**config.mk**
```make
export PLATFORM = sky130hd
export DESIGN_NAME = data_mem_arbiter
export DESIGN_NICKNAME = d
export VERILOG_FILES = /design/src/rtl/data_mem_arbiter.sv
export SDC_FILE = /design/constraint.sdc
export NUM_CORES = 1
export LEC_CHECK = 0
export CORE_AREA = 3 3 140 142
export CTS_CLUSTER_SIZE = 16
export DETAILED_ROUTE_END_ITERATION = 7
export DIE_AREA = 0 0 143 145
export GPL_TIMING_DRIVEN = 0
export HOLD_SLACK_MARGIN = 0.03
export SKIP_CTS_REPAIR_TIMING = 1
export SYNTH_ARGS = -nofsm -noshare
export SYNTH_HDL_FRONTEND = slang
export SYNTH_SLANG_ARGS = --single-unit
```
**constraint.sdc**
```tcl
create_clock -name i_clk -period 3.64 [get_ports i_clk]
set_input_delay 1.092 -clock i_clk [delete_from_list [all_inputs] [get_ports i_clk]]
set_output_delay 1.092 -clock i_clk [all_outputs]
set_load 0.1 [all_outputs]
```
**src/rtl/data_mem_arbiter.sv**
```systemverilog
// -----------------------------------------------------------------------------
// data_mem_arbiter
//   Shares the single data memory (one sync read port, one write port) between
//   the core MEM stage and an external host port (loader / debug / DMA).
//   The core always wins a port it is using and sees no added latency; the
//   host gets a port only when the core leaves it idle. Arbitration is per
//   port, so a host write can run alongside a core load and vice versa.
//
//   Optional starvation guard: define DATA_ARB_STARVE_EN. After STARVE_LIMIT
//   consecutive blocked host cycles, one FORCE cycle stalls the core and hands
//   the host its port.
//
// Ports
//   i_clk, i_rst_n            clock, synchronous active-low reset
//   i_core_rd_*/o_core_rd_data core load request, data one cycle later
//   i_core_wr*                core store (size 00 none/01 byte/10 half/11 word)
//   o_core_stall              core must re-present its MEM request next cycle
//   i_host_req_*/o_host_req_ready   host valid/ready request channel
//   o_host_rsp_valid/rdata    host response, exactly one cycle after accept
//   o_mem_* / i_mem_rd_data   data memory ports
// -----------------------------------------------------------------------------
module data_mem_arbiter #(
    parameter int ADDR_W       = 32,
    parameter int DATA_W       = 32,
    parameter int STARVE_LIMIT = 8
) (
    input  logic              i_clk,
    input  logic              i_rst_n,
    input  logic              i_core_rd_en,
    input  logic [ADDR_W-1:0] i_core_rd_addr,
    output logic [DATA_W-1:0] o_core_rd_data,
    input  logic [1:0]        i_core_wr,
    input  logic [ADDR_W-1:0] i_core_wr_addr,
    input  logic [DATA_W-1:0] i_core_wr_data,
    output logic              o_core_stall,
    input  logic              i_host_req_valid,
    output logic              o_host_req_ready,
    input  logic              i_host_req_we,
    input  logic [1:0]        i_host_req_size,
    input  logic [ADDR_W-1:0] i_host_req_addr,
    input  logic [DATA_W-1:0] i_host_req_wdata,
    output logic              o_host_rsp_valid,
    output logic [DATA_W-1:0] o_host_rsp_rdata,
    output logic [ADDR_W-1:0] o_mem_rd_addr,
    input  logic [DATA_W-1:0] i_mem_rd_data,
    output logic [1:0]        o_mem_wr,
    output logic [ADDR_W-1:0] o_mem_wr_addr,
    output logic [DATA_W-1:0] o_mem_wr_data
);

    logic w_port_busy;
    logic w_force;
    logic w_grant;
    logic w_host_rd;
    logic w_host_wr;
    logic r_rsp_pending;
    logic r_rsp_is_read;

    // Host contends only for the one port its request needs.
    assign w_port_busy = i_host_req_we ? (i_core_wr != 2'b00) : i_core_rd_en;
    assign w_grant     = i_rst_n && i_host_req_valid && (!w_port_busy || w_force);
    assign w_host_rd   = w_grant && !i_host_req_we;
    assign w_host_wr   = w_grant &&  i_host_req_we;

    assign o_host_req_ready = w_grant;

`ifdef DATA_ARB_STARVE_EN
    localparam int CNT_W = $clog2(STARVE_LIMIT + 1);

    typedef enum logic {ST_RUN, ST_FORCE} state_t;

    state_t           r_state;
    state_t           w_state_nxt;
    logic [CNT_W-1:0] r_wait_cnt;
    logic [CNT_W-1:0] w_wait_nxt;

    always_comb begin
        w_wait_nxt  = r_wait_cnt;
        w_state_nxt = r_state;
        if (!i_host_req_valid || w_grant)
            w_wait_nxt = '0;
        else if (r_wait_cnt != CNT_W'(STARVE_LIMIT))
            w_wait_nxt = r_wait_cnt + 1'b1;
        // Entering FORCE as the count reaches the limit means FORCE coincides
        // with wait_cnt == STARVE_LIMIT; the granted host then clears it.
        case (r_state)
            ST_RUN:   if (w_wait_nxt == CNT_W'(STARVE_LIMIT)) w_state_nxt = ST_FORCE;
            ST_FORCE: w_state_nxt = ST_RUN;
            default:  w_state_nxt = ST_RUN;
        endcase
    end

    always_ff @(posedge i_clk) begin
        if (!i_rst_n) begin
            r_state    <= ST_RUN;
            r_wait_cnt <= '0;
        end else begin
            r_state    <= w_state_nxt;
            r_wait_cnt <= w_wait_nxt;
        end
    end

    assign w_force      = (r_state == ST_FORCE);
    assign o_core_stall = i_rst_n && w_force;
`else
    assign w_force      = 1'b0;
    assign o_core_stall = 1'b0;
`endif

    // Read port: host address only when the host owns it, core otherwise.
    assign o_mem_rd_addr  = w_host_rd ? i_host_req_addr : i_core_rd_addr;
    // The core never loads while the host owns the read port, so no gating.
    assign o_core_rd_data = i_mem_rd_data;

    // Write port. A stalled core re-presents its store next cycle, so any
    // core store is dropped during FORCE to avoid landing it twice.
    always_comb begin
        o_mem_wr      = 2'b00;
        o_mem_wr_addr = i_core_wr_addr;
        o_mem_wr_data = i_core_wr_data;
        if (w_host_wr) begin
            o_mem_wr      = i_host_req_size;
            o_mem_wr_addr = i_host_req_addr;
            o_mem_wr_data = i_host_req_wdata;
        end else if (i_rst_n && !w_force) begin
            o_mem_wr      = i_core_wr;
        end
    end

    // Single response stage: memory read data arrives the cycle after accept.
    always_ff @(posedge i_clk) begin
        if (!i_rst_n) begin
            r_rsp_pending <= 1'b0;
            r_rsp_is_read <= 1'b0;
        end else begin
            r_rsp_pending <= w_grant;
            r_rsp_is_read <= w_host_rd;
        end
    end

    // Gate with reset so a response pending at reset assertion never shows.
    assign o_host_rsp_valid = i_rst_n && r_rsp_pending;
    assign o_host_rsp_rdata = (i_rst_n && r_rsp_pending && r_rsp_is_read) ? i_mem_rd_data : '0;

endmodule

```
* Yosys cells after proc, flatten, opt, wreduce, memory -nomap -nowiden
Cells that the tools add are included.
** Word-level totals
- Bits of input ports :: 201
- Word-level logic and storage cells :: 18
- Output and inout bits :: 165
- Register bits :: 2
** Cells by class
- Reduce and logical (&&, ||, !) cells :: 9
- Muxes and demuxes :: 7
** Operators by type and width (count)
- $mux 32 :: 4
- $logic_and 1x1->1 :: 6
- $mux 2 :: 2
- $logic_not 1->1 :: 2
- $reduce_bool 2->1 :: 1
- $mux 1 :: 1

* Longest topological paths before layout
- Word-level depth :: 6
- Depth in mapped cells :: 5
- Gate-level depth less buffers :: 3

* Worst setup path after synthesis
No wires, ideal clock.
- Kind :: input to output
- Start :: input i_core_wr[0]
- End :: output o_host_req_ready
- Stages on the path :: 2
- Required time :: 2.548 ns
- Setup slack :: -0.428 ns
- Path buffers :: 0
- Arrival :: 2.976 ns
- Path through :: or3b_4 a21oi_1
** On the way
- Longest elaborated chain between the ends :: 4
** RTL lines
- start, declared :: RTL line 32 : input logic [1:0] i_core_wr,
- $reduce_bool 2->1 :: RTL line 60 : assign w_port_busy = i_host_req_we ? (i_core_wr != 2'b00) : i_core_rd_en;
- $mux 1 :: RTL line 60
- $logic_not 1->1 :: RTL line 61 : assign w_grant = i_rst_n && i_host_req_valid && (!w_port_busy || w_force);
- $logic_and 1x1->1 :: RTL line 61
- end, declared :: RTL line 37 : output logic o_host_req_ready,
Every way passes these cells.

* Final worst setup path
- Start :: input i_core_wr[1]
- End :: output o_mem_wr_addr[27]
** On the way
- Longest elaborated chain between the ends :: 6
** RTL lines
- $reduce_bool 2->1 :: RTL line 60
- $mux 1 :: RTL line 60
- $logic_not 1->1 :: RTL line 61
- $logic_and 1x1->1 :: RTL line 61
- $logic_and 1x1->1 :: RTL line 63 : assign w_host_wr = w_grant && i_host_req_we;
- $mux 32 :: RTL line 121 : if (w_host_wr) begin
- end, declared :: RTL line 47 : output logic [ADDR_W-1:0] o_mem_wr_addr,
Every way passes these cells.

==> impl_metrics.env <==
export IMPL_antenna_found_initial=1
export IMPL_htreeDepth=1
export IMPL_timing_final_crit_share_pct=103
export IMPL_drv_cap=0
export IMPL_yosys_area_top_type_share_pct=34.3
export IMPL_crit_chain="buf_6 -> or3b_4 -> nor2_4 -> buf_6 -> buf_12 -> clkbuf_16 -> mux2_4 -> buf_12"
export IMPL_final_setup_viol_count=49
export IMPL_wl_mm=13.5
export IMPL_synth_top_cell_by_area="mux2_2"
export IMPL_die_y_um=145
export IMPL_synth_cell_type_count=18
export IMPL_rsz0062_at_grt="yes"
export IMPL_worstSetupEndpointType="primary output"
export IMPL_worstSetupPathType="in2out"
export IMPL_worstSetupStartpointType="primary input"
export IMPL_max_clock_freq_ghz=0.267
export IMPL_syn2layout_area_growth_pct=281
export IMPL_grt_total_usage_pct=10.4
export IMPL_start_util_pct=10.2
export IMPL_wl_per_cell_um=16.6
export IMPL_overflow=0
export IMPL_grt_first_pass_wirelength_mm=17.1
export IMPL_fin_ws_ns=-0.107
export IMPL_cts_root_buf="clkbuf_16"
export IMPL_syn_area_per_cell_um2=10.1
export IMPL_slew_headroom_pct=30.0
export IMPL_synthCells=188
export IMPL_tritoncts="yes"
export IMPL_cts_max_path_buffers=2
export IMPL_pwr_density_cell_mw_per_mm2=217
export IMPL_dieArea_mm2=0.0207
export IMPL_hold_path_class="in2reg"
export IMPL_numCtsBuffers=3
export IMPL_grt_max_degree=11
export IMPL_worst_path_largest_cell_delay_ns=0.42
export IMPL_syn_num_nets=389
export IMPL_mostFrequentLayoutCells="clkdlybuf4s50_1, buf_12, mux2_4"
export IMPL_hold_viol=0
export IMPL_first_global_vias=3062
export IMPL_ys_top_cells_by_area="mux2_2, mux2_4, buf_4, and2_1, mux2_1"
export IMPL_port_buffers=364
export IMPL_tightest_slew_ns=1.05
export IMPL_rows=50
export IMPL_path_max_fanout=5
export IMPL_leakage_nw=3.43
export IMPL_vias=2947
export IMPL_dp_hpwl_mm=10.8
export IMPL_clkTransAtPathRegs_ns=0.03
export IMPL_ys_seq_elements=2
export IMPL_antenna_left=0
export IMPL_crit_arrival_ns=2.65
export IMPL_final_nets=779
export IMPL_slew_violations=0
export IMPL_drt_iter0_markers=54
export IMPL_tns_ns=-3.88
export IMPL_yosysWarnings=0
export IMPL_firstDrtPassIters=4
export IMPL_drc=0
export IMPL_ir_drop_uv=126
export IMPL_numClockSinks=2
export IMPL_netlist_area_mm2=0.00190
export IMPL_worstPathRequired_ns=2.55
export IMPL_finalPower_mw=1.57
export IMPL_final_common_cell="clkdlybuf4s50_1"
export IMPL_ios=366
export IMPL_dieWidth_um=143
export IMPL_violations="setup timing"
export IMPL_slowest_stage="or3b_4"
export IMPL_place_gp_congestion=0.808
export IMPL_status="complete, but fails checks"
export IMPL_coreArea_mm2=0.0186
export IMPL_nFillCells=1763
export IMPL_layout_drive_gt1_share_pct=53.5
export IMPL_seq_area_frac_synth_pct=2.10
export IMPL_period_needed_ns=3.75
export IMPL_viasPerCell=3.63
==> cells in the mapped netlist <==
library cell / count
nor2_4: 1
a22o_1: 2
and2_1: 33
dfxtp_1: 2
buf_8: 2
conb_1: 1
buf_4: 38
or3b_4: 1
mux2_2: 58
nand2_1: 1
buf_12: 3
and3_1: 1
or2_2: 1
nor2_2: 1
mux2_4: 30
mux2_1: 8
clkbuf_1: 3
a21oi_1: 2
==> cell families (layout without fill, tap and decap cells) <==
| family | after synthesis | count (layout) | synth area share (%) |
|---|---|---|---|
| muxes | 96 | 96 | 62.7 |
| DFF | 2 | 2 | 2.10 |
| buffers and inverters | 46 | 434 | 20.3 |
| other | 1 | 2 | 0.197 |
| and+or+nand+nor | 39 | 39 | 13.2 |
| AOI/OAI and AO/OA | 4 | 4 | 1.45 |
==> power by group <==
part / switching [mW] / leakage (nW) / internal [mW]
Combinational: 0.815 / 3.38 / 0.566
Sequential: 0.000208 / 0.0163 / 0.0228
Clock: 0.0248 / 0.0370 / 0.140
==> state kept, by name (all words and copies together), names as in the netlist <==
register and cells:
r_rsp_pending 1, r_rsp_is_read 1
==> through the flow <==
stage               utilization (%)  cells  instance area (µm²)  setup slack [ns]  hold WS (ns)
global route                   39.0    810                 7240            -0.153          1.22
detailed placement             31.4    786                 5840             -1.38          1.81
finish                         39.0    811                 7250            -0.107          1.21
CTS                            31.9    789                 5920             -1.39          1.58
floorplan                         -    188                 1910            -0.124          1.32
global placement               31.4    786                 5840             -1.36          1.80
==> cell type report <==
class,count,area [µm²],area share (%)
antenna,1,2.50,0.0345
sequential,2,40.0,0.553
multi-input combinational,140,1680,23.1
clock buffer,3,75.1,1.04
tap,234,293,4.04
buffer,46,443,6.11
timing repair buffer,385,4720,65.1
==> worst paths after layout <==
check / startpoint / end / cells after the start
hold / removal: i_core_rd_en / r_rsp_pending / 3
setup / recovery: i_core_wr[1] / o_mem_wr_addr[27] / 8
==> worst max-delay path, delay by kind of cell <==
family,cells,cell delay [ns]
buffers and inverters,5,0.69
AND/OR/NAND/NOR,2,0.54
multiplexers,1,0.31
==> per-layer routing <==
layer | vias to the layer above | track usage, % | share of wire (%)
met5 | - | 0 | 0
met4 | 0 | 1.38 | 1.1
met3 | 12 | 3.59 | 11
met2 | 209 | 20.1 | 55
met1 | 1318 | 10.9 | 33
li1 | 1408 | - | -
(Power assumes the default switching activity.)
